`config.mk`:
```
export PLATFORM = sky130hd
export DESIGN_NAME = serial_word_rx_flat
export DESIGN_NICKNAME = d
export VERILOG_FILES = /design/src/rtl/serial_word_rx_if.sv /design/src/rtl/serial_word_rx.sv /design/src/flat_wrapper.sv
export SDC_FILE = /design/constraint.sdc
export NUM_CORES = 1
export LEC_CHECK = 0
export ABC_CLOCK_PERIOD_IN_PS = 1800
export CORE_MARGIN = 8
export CORE_UTILIZATION = 51
export CTS_CLUSTER_DIAMETER = 200
export CTS_CLUSTER_SIZE = 25
export DETAILED_ROUTE_END_ITERATION = 8
export PLACE_DENSITY = 0.78
export SLEW_MARGIN = 10
export SYNTH_ARGS = -nofsm -noshare
export SYNTH_HDL_FRONTEND = slang
export SYNTH_SLANG_ARGS = --single-unit
```
`constraint.sdc`:
```
create_clock -name clk -period 1.8 [get_ports clk]
set_input_delay 0.36 -clock clk [delete_from_list [all_inputs] [get_ports clk]]
set_output_delay 0.36 -clock clk [all_outputs]
set_load 0.03 [all_outputs]
```
`src/rtl/serial_word_rx_if.sv`:
```
// Serial receive bundle: one line in from the flip-flop stage, parallel word plus status out.
// Latency: none (wires only).
// Backpressure: none; the consumer must accept every valid strobe.
interface serial_word_rx_if #(
    parameter int WIDTH = 8
);
    logic             datin;
    logic [WIDTH-1:0] datout;
    logic             valid;
    logic             frame_err;
    logic             parity_err;
    logic             busy;

    // Source side: drives the serial line, observes the receiver results.
    modport master (
        output datin,
        input  datout,
        input  valid,
        input  frame_err,
        input  parity_err,
        input  busy
    );

    // Receiver side.
    modport slave (
        input  datin,
        output datout,
        output valid,
        output frame_err,
        output parity_err,
        output busy
    );
endinterface

```
`src/rtl/serial_word_rx.sv`:
```
// Deserialises framed words (start, WIDTH data bits LSB first, optional even parity, stop).
// Latency: strobes and datout appear one cycle after the stop-bit edge.
// Backpressure: none; one bit is consumed every clk and strobes last exactly one cycle.
module serial_word_rx #(
    parameter int WIDTH     = 8,
    parameter bit PARITY_EN = 1'b0
) (
    input  logic              clk,
    input  logic              rst_n,
    serial_word_rx_if.slave   bus
);

    // Sized so the counter can hold WIDTH itself without wrapping mid-frame.
    localparam int CNT_W = $clog2(WIDTH + 1);
    localparam logic [CNT_W-1:0] LAST_BIT = CNT_W'(WIDTH - 1);

    if (WIDTH < 2 || WIDTH > 32) begin : g_bad_width
        $error("serial_word_rx: WIDTH must be in 2..32");
    end

    typedef enum logic [1:0] {
        IDLE = 2'd0,
        DATA = 2'd1,
        PAR  = 2'd2,
        STOP = 2'd3
    } state_t;

    state_t           state_q,      state_d;
    logic [CNT_W-1:0] cnt_q,        cnt_d;
    logic [WIDTH-1:0] shift_q,      shift_d;
    logic [WIDTH-1:0] datout_q,     datout_d;
    logic             par_q,        par_d;
    logic             valid_q,      valid_d;
    logic             frame_err_q,  frame_err_d;
    logic             parity_err_q, parity_err_d;
    logic             busy_q,       busy_d;
    logic             parity_ok;

    // Even parity holds when data bits plus the received parity bit XOR to zero.
    assign parity_ok = !PARITY_EN || (((^shift_q) ^ par_q) == 1'b0);

    // Next-state, datapath and strobe computation for the frame FSM.
    always_comb begin
        state_d      = state_q;
        cnt_d        = cnt_q;
        shift_d      = shift_q;
        par_d        = par_q;
        datout_d     = datout_q;
        valid_d      = 1'b0;
        frame_err_d  = 1'b0;
        parity_err_d = 1'b0;

        case (state_q)
            IDLE: begin
                // A low line is a start bit; no idle bits needed after a stop.
                if (!bus.datin) begin
                    state_d = DATA;
                    cnt_d   = '0;
                end
            end
            DATA: begin
                // Shift right from the MSB so the first data bit lands in bit 0.
                shift_d = {bus.datin, shift_q[WIDTH-1:1]};
                cnt_d   = cnt_q + CNT_W'(1);
                if (cnt_q == LAST_BIT) begin
                    state_d = PARITY_EN ? PAR : STOP;
                end
            end
            PAR: begin
                par_d   = bus.datin;
                state_d = STOP;
            end
            STOP: begin
                state_d = IDLE;
                // A bad stop bit masks any parity result.
                if (!bus.datin) begin
                    frame_err_d = 1'b1;
                end else if (parity_ok) begin
                    valid_d  = 1'b1;
                    datout_d = shift_q;
                end else begin
                    parity_err_d = 1'b1;
                end
            end
            default: begin
                state_d = IDLE;
            end
        endcase

        // Registered busy mirrors the state the FSM is about to enter.
        busy_d = (state_d != IDLE);
    end

    // State and registered outputs; reset aborts any frame in progress silently.
    always_ff @(posedge clk) begin
        if (!rst_n) begin
            state_q      <= IDLE;
            cnt_q        <= '0;
            shift_q      <= '0;
            par_q        <= 1'b0;
            datout_q     <= '0;
            valid_q      <= 1'b0;
            frame_err_q  <= 1'b0;
            parity_err_q <= 1'b0;
            busy_q       <= 1'b0;
        end else begin
            state_q      <= state_d;
            cnt_q        <= cnt_d;
            shift_q      <= shift_d;
            par_q        <= par_d;
            datout_q     <= datout_d;
            valid_q      <= valid_d;
            frame_err_q  <= frame_err_d;
            parity_err_q <= parity_err_d;
            busy_q       <= busy_d;
        end
    end

    assign bus.datout     = datout_q;
    assign bus.valid      = valid_q;
    assign bus.frame_err  = frame_err_q;
    assign bus.parity_err = parity_err_q;
    assign bus.busy       = busy_q;

    // At most one status strobe per frame.
    a_strobes_exclusive: assert property (@(posedge clk) disable iff (!rst_n)
        $onehot0({valid_q, frame_err_q, parity_err_q}));

    // Without a parity bit there is nothing to mismatch.
    a_no_parity_err: assert property (@(posedge clk) disable iff (!rst_n)
        !PARITY_EN |-> !parity_err_q);

    // busy tracks the FSM being anywhere but IDLE.
    a_busy_state: assert property (@(posedge clk) disable iff (!rst_n)
        busy_q == (state_q != IDLE));

endmodule

```
`src/flat_wrapper.sv`:
```
// flat-port wrapper written by rule: the top's interface ports become plain ports
module serial_word_rx_flat 
#(
    parameter int WIDTH     = 8,
    parameter bit PARITY_EN = 1'b0
)
  (clk, rst_n, bus_datin, bus_datout, bus_valid, bus_frame_err, bus_parity_err, bus_busy);
  serial_word_rx_if #(.WIDTH(WIDTH)) bus_i ();
  input  logic clk;
  input  logic rst_n;
  input wire logic [$bits(bus_i.datin)-1:0] bus_datin;
  output wire logic [$bits(bus_i.datout)-1:0] bus_datout;
  output wire logic [$bits(bus_i.valid)-1:0] bus_valid;
  output wire logic [$bits(bus_i.frame_err)-1:0] bus_frame_err;
  output wire logic [$bits(bus_i.parity_err)-1:0] bus_parity_err;
  output wire logic [$bits(bus_i.busy)-1:0] bus_busy;
  assign bus_i.datin = bus_datin;
  assign bus_datout = bus_i.datout;
  assign bus_valid = bus_i.valid;
  assign bus_frame_err = bus_i.frame_err;
  assign bus_parity_err = bus_i.parity_err;
  assign bus_busy = bus_i.busy;
  serial_word_rx #(.WIDTH(WIDTH), .PARITY_EN(PARITY_EN)) u_core (.clk(clk), .rst_n(rst_n), .bus(bus_i));
endmodule
```
==> results.json <==
{
  "ys_types": 24,
  "hold_path.class": "flop to flop",
  "rsz0062_at_grt": "no",
  "synth-seq-area-share_pct": 50.3,
  "tns_ps": 0,
  "synth_top_family_by_area": "simple AND/OR/NAND/NOR gates",
  "areaGrowthSynthToFinish_pct": 20.1,
  "initial_utilization_pct": 52.3,
  "synth-compound-area-share_pct": 12.1,
  "clockRootBuffer": "clkbuf_4",
  "cts_setup_buffers": 0,
  "synthMuxAreaShare_pct": 8.05,
  "setup_viol": 0,
  "fp-row-count": 16,
  "crit_start": "u_core.bus.datout[5]$_SDFFE_PN0P_",
  "critPathTopFamily": "buffers and inverters",
  "ys_warn_count": 0,
  "syn_area_um2": 995,
  "die_area_mm2": 0.00362,
  "period_needed_ps": 1710,
  "fp.dieH_um": 60.2,
  "ctsResizeCount": 0,
  "gp_congestion": 0.868,
  "r2r-end": "u_core.cnt_q[0]$_SDFFE_PN0P_",
  "fmax_mhz": 584,
  "nets": 135,
  "drive_above_1_share_pct": 7.87,
  "clk_pin_slew_ps": 130,
  "grt_pass1_wl_um": 3060,
  "drtIter0Drc": 11,
  "tritoncts": "built",
  "final_util_pct": 62.8,
  "synth_area_per_cell_um2": 8.96,
  "cts_buffers": 3,
  "maxCapViolations": 0,
  "crit_type": "flop to output pin",
  "drv_slew": 0,
  "synth_area_leaders": "dfxtp_1 50%, mux2i_1 8.1%, a21oi_1 6.0%",
  "synth_top_area_cell": "dfxtp_1",
  "required_ps": 1440,
  "powerDensity_mw_per_mm2": 767,
  "clock_sinks": 25,
  "leakagePower_nw": 0.457,
  "coreArea_mm2": 0.00190,
  "viasPerCell": 5.17,
  "ir_worst_vdd_uv": 476,
  "grt_pass1_vias": 688,
  "cp-start-kind": "flop",
  "htreeDepth": 1,
  "synthAdderAreaFrac_pct": 5.03,
  "status": "finished clean",
  "crit_cells": 1,
  "worstSkewPairLatency_ps": 310,
  "finalCritPeriodShare_pct": 95.1,
  "dp_hpwl_um": 1440,
  "hold_violations": 0,
  "synth_xor_area_share_pct": 0,
  "holdBufCountCts": 0,
  "syn-instance-count": 111,
  "path_buf_inv": 1,
  "worstPathArrival_ps": 1350,
  "cp_slowest_cell": "clkdlybuf4s50_1",
  "dr.pass1.iters": 4,
  "r2r_start": "u_core.state_q[0]$_SDFF_PN0_",
  "top_level_ports": 15,
  "grt_usage_pct": 11.2,
  "cp_cell_sequence": "clkdlybuf4s50_1",
  "skew_ps": 3.91,
  "clock_path_buffers": 2,
  "die_width_um": 60.2,
  "overflow": 0,
  "dr_total_vias": 796,
  "port_buffers": 13,
  "cp-endpoint": "bus_datout[5]",
  "routedWlPerCell_um": 12.4,
  "antenna_found_initial": 0,
  "ys_ff_latch": 25,
  "synthSimpleGateAreaFrac_pct": 19.5,
  "wl_um": 1900,
  "crit_path_max_fanout": 2,
  "route.antenna.remaining_nets": 0,
  "endpoint_kind": "output pin",
  "synth_nets": 118,
  "yosys.area.top_type_share_pct": 50.3,
  "max_stage_delay_ps": 680,
  "drc_errors": 0,
  "rr_worst_depth": 5,
  "n_antenna_cell": 0,
  "reg2reg_setup_slack_ps": 320,
  "grt_max_degree": 16
}
cells in the mapped netlist (all sizes together):
| cell type | count |
|---|---|
| a21oi | 12 |
| ha | 4 |
| inv | 4 |
| conb | 1 |
| o211ai | 1 |
| and2 | 2 |
| or3 | 1 |
| buf | 3 |
| o31ai | 1 |
| nand3b | 1 |
| and3 | 1 |
| a21o | 1 |
| o21ai | 5 |
| nand2 | 12 |
| nand3 | 9 |
| clkbuf | 3 |
| nor2 | 11 |
| mux2i | 8 |
| a31oi | 2 |
| dfxtp | 25 |
| nor2b | 2 |
| nand4b | 2 |
stage by stage:
stage	worst slack (ps)	hold WS [ps]	power [mW]	cells	instance area, um^2
2_1_floorplan	468	443	0.654	111	995
3_5_place_dp	260	448	0.681	150	1160
4_1_cts	67.6	467	0.930	154	1190
3_3_place_gp	287	442	0.679	150	1160
5_1_grt	23.2	482	0.966	154	1190
6_report	87.8	463	0.917	154	1190
cells in the final DEF, fill, tap and decap left out:
cell and n:
a21o_1 1, a21oi_1 12, a31oi_1 2, and2_1 2
and3_1 1, buf_4 5, clkbuf_4 3, clkdlybuf4s50_1 13
clkinvlp_4 1, conb_1 1, dfxtp_1 25, ha_1 4
inv_1 3, inv_2 1, mux2i_1 8, nand2_1 12
nand3_1 9, nand3b_1 1, nand4b_1 2, nor2_1 11
nor2b_1 2, o211ai_1 1, o21ai_0 5, o31ai_1 1
or3_1 1
area by class of cell:
cell class / instances / area (um^2)
clock buffer: 3 / 22.5
clock inverter: 1 / 7.51
fill: 171 / 707
inverter: 4 / 15.0
multi-input combinational: 76 / 448
sequential: 25 / 500
tap: 27 / 33.8
timing repair buffer: 18 / 168
state kept, by name, indices dropped and copies added (netlist names):
signal / flops
u_core.cnt_q: 4
u_core.bus.valid: 1
u_core.shift_q: 8
u_core.bus.busy: 1
u_core.bus.frame_err: 1
u_core.bus.datout: 8
u_core.state_q: 2
routing by layer:
| layer | global-route usage (%) | up-vias | wire length [um] |
|---|---|---|---|
| met4 | 5.10 | 0 | 38 |
| met2 | 17.8 | 12 | 898 |
| met5 | 0 | - | 0 |
| met1 | 13.7 | 372 | 888 |
| met3 | 2.80 | 4 | 77 |
| li1 | - | 408 | - |
logic make-up (layout without fill, tap and decap cells):
kind of cell / count (synthesis) / count (layout)
adders and majority gates: 4 / 4
and+or+nand+nor: 41 / 41
AOI/OAI and AO/OA: 22 / 22
DFF: 25 / 25
other: 1 / 1
buffers and inverters: 10 / 26
muxes: 8 / 8
how the worst min path moves through the flow:
stage                                 startpoint                                 to  slack, ps  cells past startpoint
2_1_floorplan     u_core.shift_q[0]$_SDFFE_PN0P_  u_core.bus.datout[0]$_SDFFE_PN0P_        440                      2
3_3_place_gp   u_core.bus.datout[0]$_SDFFE_PN0P_  u_core.bus.datout[0]$_SDFFE_PN0P_        440                      2
3_5_place_dp   u_core.bus.datout[7]$_SDFFE_PN0P_  u_core.bus.datout[7]$_SDFFE_PN0P_        450                      2
4_1_cts        u_core.bus.datout[7]$_SDFFE_PN0P_  u_core.bus.datout[7]$_SDFFE_PN0P_        470                      2
5_1_grt        u_core.bus.datout[6]$_SDFFE_PN0P_  u_core.bus.datout[6]$_SDFFE_PN0P_        480                      2
6_report       u_core.bus.datout[7]$_SDFFE_PN0P_  u_core.bus.datout[7]$_SDFFE_PN0P_        460                      2
power breakdown:
| group | total [mW] | internal [mW] | switching [mW] |
|---|---|---|---|
| Combinational | 0.0955 | 0.0387 | 0.0568 |
| Sequential | 0.574 | 0.564 | 0.00948 |
| Clock | 0.248 | 0.0847 | 0.163 |
No activity file was read; power rests on OpenSTA's default activity.
